`src/rtl/alu_ctrl_pkg.sv`:
```
// Shared ALU control encodings, MIPS opcode/funct constants and the decoded-control struct.
// Used by alu_ctrl_decode and alu_ctrl_issue (optional skid buffer: ALU_CTRL_SKID_EN).
package alu_ctrl_pkg;

   localparam logic [2:0] ALU_AND = 3'b000;
   localparam logic [2:0] ALU_OR  = 3'b001;
   localparam logic [2:0] ALU_ADD = 3'b010;
   localparam logic [2:0] ALU_SUB = 3'b110;
   localparam logic [2:0] ALU_SLT = 3'b111;

   localparam logic [5:0] OP_RTYPE = 6'b000000;
   localparam logic [5:0] OP_BEQ   = 6'b000100;
   localparam logic [5:0] OP_BNE   = 6'b000101;
   localparam logic [5:0] OP_ADDI  = 6'b001000;
   localparam logic [5:0] OP_SLTI  = 6'b001010;
   localparam logic [5:0] OP_ANDI  = 6'b001100;
   localparam logic [5:0] OP_ORI   = 6'b001101;
   localparam logic [5:0] OP_LW    = 6'b100011;
   localparam logic [5:0] OP_SW    = 6'b101011;

   localparam logic [5:0] FN_ADD  = 6'b100000;
   localparam logic [5:0] FN_ADDU = 6'b100001;
   localparam logic [5:0] FN_SUB  = 6'b100010;
   localparam logic [5:0] FN_SUBU = 6'b100011;
   localparam logic [5:0] FN_AND  = 6'b100100;
   localparam logic [5:0] FN_OR   = 6'b100101;
   localparam logic [5:0] FN_SLT  = 6'b101010;

   typedef struct packed {
      logic [2:0] signal;
      logic       invert_b;
      logic       cin;
      logic       b_sel_imm;
      logic       ext_zero;
      logic       illegal;
   } ctrl_t;

   // Subtract-type ops (signal[2]=1) invert B and inject a carry into slice 0.
   function automatic ctrl_t mk_ctrl(input logic [2:0] sig, input logic imm, input logic zx);
      ctrl_t c;
      c.signal    = sig;
      c.invert_b  = sig[2];
      c.cin       = sig[2];
      c.b_sel_imm = imm;
      c.ext_zero  = zx;
      c.illegal   = 1'b0;
      return c;
   endfunction

endpackage

```
`src/rtl/alu_ctrl_decode.sv`:
```
// Pure combinational decode of a MIPS instruction word into ALU control.
// Unsupported encodings produce an ADD-shaped control word with illegal set.
module alu_ctrl_decode
   import alu_ctrl_pkg::*;
(
   input  logic [31:0] instr,
   output ctrl_t       ctrl
);

   logic unused_fields;
   assign unused_fields = ^instr[25:6];

   always_comb begin
      ctrl = '{signal: ALU_ADD, invert_b: 1'b0, cin: 1'b0,
               b_sel_imm: 1'b0, ext_zero: 1'b0, illegal: 1'b1};
      case (instr[31:26])
         OP_RTYPE: begin
            case (instr[5:0])
               FN_ADD, FN_ADDU: ctrl = mk_ctrl(ALU_ADD, 1'b0, 1'b0);
               FN_SUB, FN_SUBU: ctrl = mk_ctrl(ALU_SUB, 1'b0, 1'b0);
               FN_AND:          ctrl = mk_ctrl(ALU_AND, 1'b0, 1'b0);
               FN_OR:           ctrl = mk_ctrl(ALU_OR,  1'b0, 1'b0);
               FN_SLT:          ctrl = mk_ctrl(ALU_SLT, 1'b0, 1'b0);
               default:         ;
            endcase
         end
         OP_ADDI, OP_LW, OP_SW: ctrl = mk_ctrl(ALU_ADD, 1'b1, 1'b0);
         OP_BEQ, OP_BNE:        ctrl = mk_ctrl(ALU_SUB, 1'b0, 1'b0);
         OP_SLTI:               ctrl = mk_ctrl(ALU_SLT, 1'b1, 1'b0);
         OP_ANDI:               ctrl = mk_ctrl(ALU_AND, 1'b1, 1'b1);
         OP_ORI:                ctrl = mk_ctrl(ALU_OR,  1'b1, 1'b1);
         default:               ;
      endcase
   end

endmodule

```
`src/rtl/alu_ctrl_issue.sv`:
```
// ID->EX issue stage: decode, operand-B select and the ID/EX register with handshake.
// Define ALU_CTRL_SKID_EN for a registered in_ready with one extra skid entry.
module alu_ctrl_issue
   import alu_ctrl_pkg::*;
#(
   parameter int DATA_W     = 32,
   parameter bit ZEXT_LOGIC = 1'b1
) (
   input  logic              clk,
   input  logic              rst,
   input  logic              flush,
   input  logic              in_valid,
   output logic              in_ready,
   input  logic [31:0]       in_instr,
   input  logic [DATA_W-1:0] in_rs_data,
   input  logic [DATA_W-1:0] in_rt_data,
   output logic              out_valid,
   input  logic              out_ready,
   output logic [2:0]        out_signal,
   output logic              out_invert_b,
   output logic              out_cin,
   output logic [DATA_W-1:0] out_op_a,
   output logic [DATA_W-1:0] out_op_b,
   output logic              out_illegal
);

   // Payload layout: {illegal, signal, invert_b, cin, op_a, op_b}.
   localparam int PW = 6 + 2 * DATA_W;

   ctrl_t             dec;
   logic [15:0]       imm16;
   logic [DATA_W-1:0] imm_ext;
   logic [DATA_W-1:0] op_b_sel;
   logic [PW-1:0]     in_pld;
   logic [PW-1:0]     out_pld;
   logic              in_fire;

   alu_ctrl_decode u_decode (
      .instr (in_instr),
      .ctrl  (dec)
   );

   assign imm16 = in_instr[15:0];

   always_comb begin
      imm_ext  = (dec.ext_zero && ZEXT_LOGIC) ? {{(DATA_W-16){1'b0}}, imm16}
                                              : {{(DATA_W-16){imm16[15]}}, imm16};
      op_b_sel = dec.b_sel_imm ? imm_ext : in_rt_data;
      if (dec.illegal)
         in_pld = {1'b1, ALU_ADD, 2'b00, {(2*DATA_W){1'b0}}};
      else
         in_pld = {1'b0, dec.signal, dec.invert_b, dec.cin, in_rs_data, op_b_sel};
   end

   // Handshake: a beat moves on a side exactly when valid & ready are both high at
   // the rising edge; the producer keeps its payload stable until that happens, and
   // flush or rst kill every held beat and block acceptance in that cycle.
   assign in_fire = in_valid & in_ready;

   assign {out_illegal, out_signal, out_invert_b, out_cin, out_op_a, out_op_b} = out_pld;

`ifdef ALU_CTRL_SKID_EN
   logic          skid_valid;
   logic          in_ready_q;
   logic [PW-1:0] skid_pld;

   assign in_ready = in_ready_q & ~flush & ~rst;

   // in_ready_q always mirrors !skid_valid, so a new beat can never overwrite the skid.
   always_ff @(posedge clk) begin
      if (rst) begin
         out_valid  <= 1'b0;
         out_pld    <= '0;
         skid_valid <= 1'b0;
         skid_pld   <= '0;
         in_ready_q <= 1'b1;
      end else if (flush) begin
         out_valid  <= 1'b0;
         skid_valid <= 1'b0;
         in_ready_q <= 1'b1;
      end else if (!out_valid || out_ready) begin
         if (skid_valid) begin
            out_pld    <= skid_pld;
            out_valid  <= 1'b1;
            skid_valid <= 1'b0;
            in_ready_q <= 1'b1;
         end else if (in_fire) begin
            out_pld    <= in_pld;
            out_valid  <= 1'b1;
         end else begin
            out_valid  <= 1'b0;
         end
      end else if (in_fire) begin
         skid_pld   <= in_pld;
         skid_valid <= 1'b1;
         in_ready_q <= 1'b0;
      end
   end
`else
   assign in_ready = ~flush & ~rst & (~out_valid | out_ready);

   always_ff @(posedge clk) begin
      if (rst) begin
         out_valid <= 1'b0;
         out_pld   <= '0;
      end else if (flush) begin
         out_valid <= 1'b0;
      end else if (in_fire) begin
         out_valid <= 1'b1;
         out_pld   <= in_pld;
      end else if (out_ready) begin
         out_valid <= 1'b0;
      end
   end
`endif

endmodule
```
`config.mk`:
```
export PLATFORM = sky130hd
export DESIGN_NAME = alu_ctrl_issue
export DESIGN_NICKNAME = d
export VERILOG_FILES = /design/src/rtl/alu_ctrl_pkg.sv /design/src/rtl/alu_ctrl_decode.sv /design/src/rtl/alu_ctrl_issue.sv
export SDC_FILE = /design/constraint.sdc
export NUM_CORES = 1
export LEC_CHECK = 0
export CORE_UTILIZATION = 40
export DETAILED_ROUTE_END_ITERATION = 8
export PLACE_DENSITY = 0.86
export SLEW_MARGIN = 20
export SYNTH_ARGS = -nofsm -noshare
export SYNTH_HDL_FRONTEND = slang
export SYNTH_SLANG_ARGS = --single-unit
```
`constraint.sdc`:
```
create_clock -name clk -period 3.8 [get_ports clk]
set_clock_uncertainty 0.2 [all_clocks]
set_input_delay 0.38 -clock clk [delete_from_list [all_inputs] [get_ports clk]]
set_output_delay 0.38 -clock clk [all_outputs]
set_load 0.01 [all_outputs]
```
### After elaboration in Yosys (flattened, before gate mapping)

Cells that the tools add are included.

* word-level logic and storage cells: 39
* register bits: 71
* bits of input ports: 101
* output and inout bits: 72

* reduce and logical (&&, ||, !) cells: 8
* multiplexer cells: 7
* bitwise operators: 7
* equality and inequality tests: 15

Operators by type and width (number)
* 70-bit two-way mux: 1
* 32-bit two-way mux: 2
* 6-bit == test (second input constant): 9
* 8-bit one-hot mux with 6 select lines: 1
* 8-bit one-hot mux with 5 select lines: 1
* 6-bit by 4-bit == test with 1-bit output (second input constant): 4
* 6-bit by 3-bit == test with 1-bit output (second input constant): 2
* 2-bit OR reduction: 4
* 6-bit zero test: 1
* 1-bit bitwise AND: 3
* 1-bit NOT: 3
* 3-bit OR reduction: 1
* 1-bit two-way mux: 2
* 2-bit AND reduction: 1
* 2-bit nonzero test: 1
* 1-bit OR: 1

### Longest topological paths before layout

* word-level depth: 7
* mapped depth: 6
* mapped depth without buffers: 4

### By module

From an unflattened synthesis, not the netlist that was laid out.

* cell total of the unflattened synthesis: 377
* area total of the unflattened synthesis: 3368.2 um^2

Modules (own cells, without submodules)
* alu_ctrl_issue: cells an instance 338, sequential area each 1421.4 um^2, area an instance 3100.5 um^2, times used 1
* alu_ctrl_decode: cells an instance 39, sequential area each 0.0 um^2, area an instance 267.8 um^2, times used 1

### Worst setup path after synthesis

No wires, ideal clock.

* path kind: in2reg
* start: in in_instr[28]
* end: reg out_pld[28]
* library setup time: 84 ps
* arrival time: 1790 ps
* stages: 6
* path buffers: 2
* setup slack: 1726 ps
* data required time: 3516 ps
* cells stage by stage: buf_6 > or2_1 > o221a_1 > a2111o_1 > buf_4 > o31ai_2

* longest elaborated chain between the ends: 6
* elaborated cells on any way between the ends: 15
* classes of those cells: eq/ne: 8; mux: 4; reduce/logical: 3

Ends and longest elaborated chain
* from (decl): RTL line alu_ctrl_issue.sv:14 `input logic [31:0] in_instr,`
* 6-bit by 4-bit == test with 1-bit output, or another cell as far along: RTL line alu_ctrl_decode.sv:16 `case (instr[31:26])`
* 3-bit OR reduction / 2-bit OR reduction (equally long branches): RTL line alu_ctrl_decode.sv:16
* 8-bit one-hot mux with 6 select lines (*): RTL line alu_ctrl_decode.sv:16
* 32-bit two-way mux: RTL line alu_ctrl_issue.sv:46 `imm_ext = (dec.ext_zero && ZEXT_LOGIC) ? {{(DATA_W-16){1'b0}}, imm16}`
* 32-bit two-way mux: RTL line alu_ctrl_issue.sv:48 `op_b_sel = dec.b_sel_imm ? imm_ext : in_rt_data;`
* 70-bit two-way mux (*): RTL line alu_ctrl_issue.sv:49 `if (dec.illegal)`
* to (signal assigned): RTL line alu_ctrl_issue.sv:110 `out_pld <= in_pld;`
* to (decl): RTL line alu_ctrl_issue.sv:35 `logic [PW-1:0] out_pld;`

Every way passes the cells marked *; elsewhere a longest branch is shown, timed or not.
A chain may end at the register's enable or synchronous reset.

### Final worst setup path

* start: in in_instr[30]
* end: reg out_pld[16]

The elaborated chain is that of the path after synthesis.

==> metrics.yaml <==
fin_ws_ns: 1.112
drv_slew: 0
post_cts_resized: 0
fin_crit_ns: 2.688
power_density_nw_per_um2: 333.2
diodes: 0
mostFrequentLayoutCells: "162 x clkdlybuf4s50_1, 69 x dfxtp_1, 34 x a22o_1"
dp_hpwl_um: 5704
hp-start: "out_pld[15]$_SDFFE_PP0P_"
seqCellArea_sq_um: 1381
max_freq_ghz: 0.3720
synthDistinctLibCells: 41
top_usage_layer: "met2"
fin_tns_setup_ns: 0
cts_inserted_buffers: 9
postLayoutCoreUtil: 0.6889
cts_tree: "done"
fp.dieW_um: 85.60
max_stage_delay_ns: 0.64
synth_edf_count: 0
reg2reg_slack_ns: 1.85
synth_ff_type: "dfxtp_1"
postSynthCellCount: 273
path_class: "in2reg"
drtPass1Iterations: 4
hold_path_depth: 2
htreeDepth: 3
grt_overflow_total: 0
setup_viol: 0
cp.required_ns: 3.84
multi_input_area_sq_um: 1281
worstPathMaxFanout: 21
p_leak_nw: 1.680
syn_to_final_growth_pct: 66.52
antenna_found_initial: 0
rsz0062_at_grt: "false"
grt_max_degree: 36
r2r_start: "out_valid$_SDFFE_PP0P_"
die_area_sq_um: 7327
start_kind: "input port"
die_y_um: 85.60
final_net_count: 533
cp.arrival_ns: 2.73
cp_top_family: "buffers and inverters"
drc: 0
post_cts_buffers: 0
synthesis.nets: 374
antenna_left: 0
rows: 30
slew_headroom: 0.4306
grt_first_pass_wirelength_um: 12040
vias: 2647
worstReg2RegEnd: "out_pld[67]$_SDFFE_PP0P_"
ys_seq_area_frac: 0.4942
cts_buffer_depth: 2
hold_viol: 0
cpMaxStageDelayCell: "o22ai_4"
cts_root_buffer: "clkbuf_8"
initial_utilization: 0.4137
grt.met3_usage: 0.04909
gr-usage-met2: 0.3680
cp_cell_sequence: "clkdlybuf4s50_1, or3b_2, o22ai_4, buf_4, nor2_1, o31ai_1"
max-vdd-ir-drop_uv: 265.5
preCtsSetupSlack_ns: 0.7483
top_level_ports: 173
grtUsageTotal: 0.2062
fin_crit_sh: 0.7074
reg2reg_depth: 5
drt_iter0_drc: 106
ctsHoldBuffers: 0
viasPerCell: 5.120
drv_cap: 0
status: "finished clean"
ys.warnings.count: 0
io_buffers: 162
path_clk_slew_ns: 0.08
synth_area_per_cell_sq_um: 10.24
hold_path.class: "reg2reg"
syn-cell-area_sq_um: 2795
routedWlPerCell_um: 15.00
clkLatencyLatePin_ns: 0.32
endpoint_kind: "flop"
gp_congestion: 0.8538
n_fill_cell: 537
final_common_cell: "clkdlybuf4s50_1"
async_flop_share: 0
core_sq_um: 6756
finalWirelength_um: 7756
min_to: "out_pld[15]$_SDFFE_PP0P_"
cts_sinks: 69
crit_buf_inv: 2
final_layout_size_suffix_gt1_frac: 0.1007
grt_use_met1: 0.2407
worst_pin_slew_ns: 0.8541
grt_pass1_vias: 2599
ys_ff_latch: 69
-- routing by layer --
layer  share of wire  wire, um
met1            0.42      3248
met2            0.51      3972
met3           0.055       424
met4           0.014       111
met5               0         0
-- flip-flops by register name, summed over array words and instances, names as in the netlist --
signal,cells
out_pld,68
out_valid,1
-- synthesized netlist by cell type (2+ instances only) --
cell / instances / share of area
a21oi_1: 3 / 0.0054
a22o_1: 34 / 0.11
buf_2: 3 / 0.0054
buf_4: 4 / 0.011
buf_6: 5 / 0.020
clkbuf_1: 8 / 0.011
dfxtp_1: 69 / 0.49
inv_1: 5 / 0.0067
mux2i_1: 16 / 0.057
nand2_1: 33 / 0.044
nand2b_1: 4 / 0.0090
nor2_1: 19 / 0.026
nor2b_1: 3 / 0.0067
nor3_1: 4 / 0.0072
nor3b_1: 2 / 0.0054
nor4bb_1: 2 / 0.0072
o21a_1: 2 / 0.0054
o21ai_0: 20 / 0.036
o31ai_1: 2 / 0.0054
o31ai_2: 14 / 0.063
-- worst reg2reg max path: stages (launching register included) --
cell and delay, ns:
dfxtp_1 0.33, nand2b_1 0.14, nand3_1 0.19, a2111o_1 0.39
buf_4 0.26, o31a_1 0.33
-- where the power goes --
| part | total, mW | switching (mW) | leakage [nW] | internal (mW) |
|---|---|---|---|---|
| clock network | 0.598 | 0.278 | 0.102 | 0.320 |
| logic | 0.214 | 0.0837 | 1.02 | 0.130 |
| registers | 0.739 | 0.00541 | 0.557 | 0.733 |
-- per-stage QoR --
step                      hold slack (ns)  total power, mW  cell area [sq um]  std cells
after floorplan                    0.2593           0.8315               2795        273
after global placement             0.2322           0.9650               4456        501
after detailed placement           0.2415           0.9703               4456        501
after global routing               0.2833            1.608               4654        517
final                              0.2544            1.551               4654        517
after CTS                          0.2578            1.566               4654        517
-- layout make-up --
cell class / count / area share
clock buffer: 10 / 0.02957
clock inverter: 6 / 0.01317
inverter: 5 / 0.004032
multi-input combinational: 178 / 0.2753
sequential: 69 / 0.2968
tap: 80 / 0.02151
timing repair buffer: 169 / 0.3597
-- logic make-up after synthesis --
group | after synthesis | synth area share
compound gates | 86 | 0.2641
buf+inv | 26 | 0.05550
flops | 69 | 0.4942
mux | 17 | 0.06132
simple gates | 75 | 0.1249
-- worst max path at each step --
stage / start / to / slack [ns] / cells after the start
finish: in_instr[30] / out_pld[16]$_SDFFE_PP0P_ / 1.11 / 6
global route: in_instr[30] / out_pld[16]$_SDFFE_PP0P_ / 1.01 / 6
CTS: in_instr[30] / out_pld[16]$_SDFFE_PP0P_ / 1.10 / 6
detailed placement: in_instr[30] / out_pld[16]$_SDFFE_PP0P_ / 0.75 / 6
global placement: in_instr[30] / out_pld[16]$_SDFFE_PP0P_ / 0.84 / 6
floorplan: in_instr[28] / out_pld[28]$_SDFFE_PP0P_ / 1.73 / 6
No activity file was read; power rests on OpenSTA's default activity.
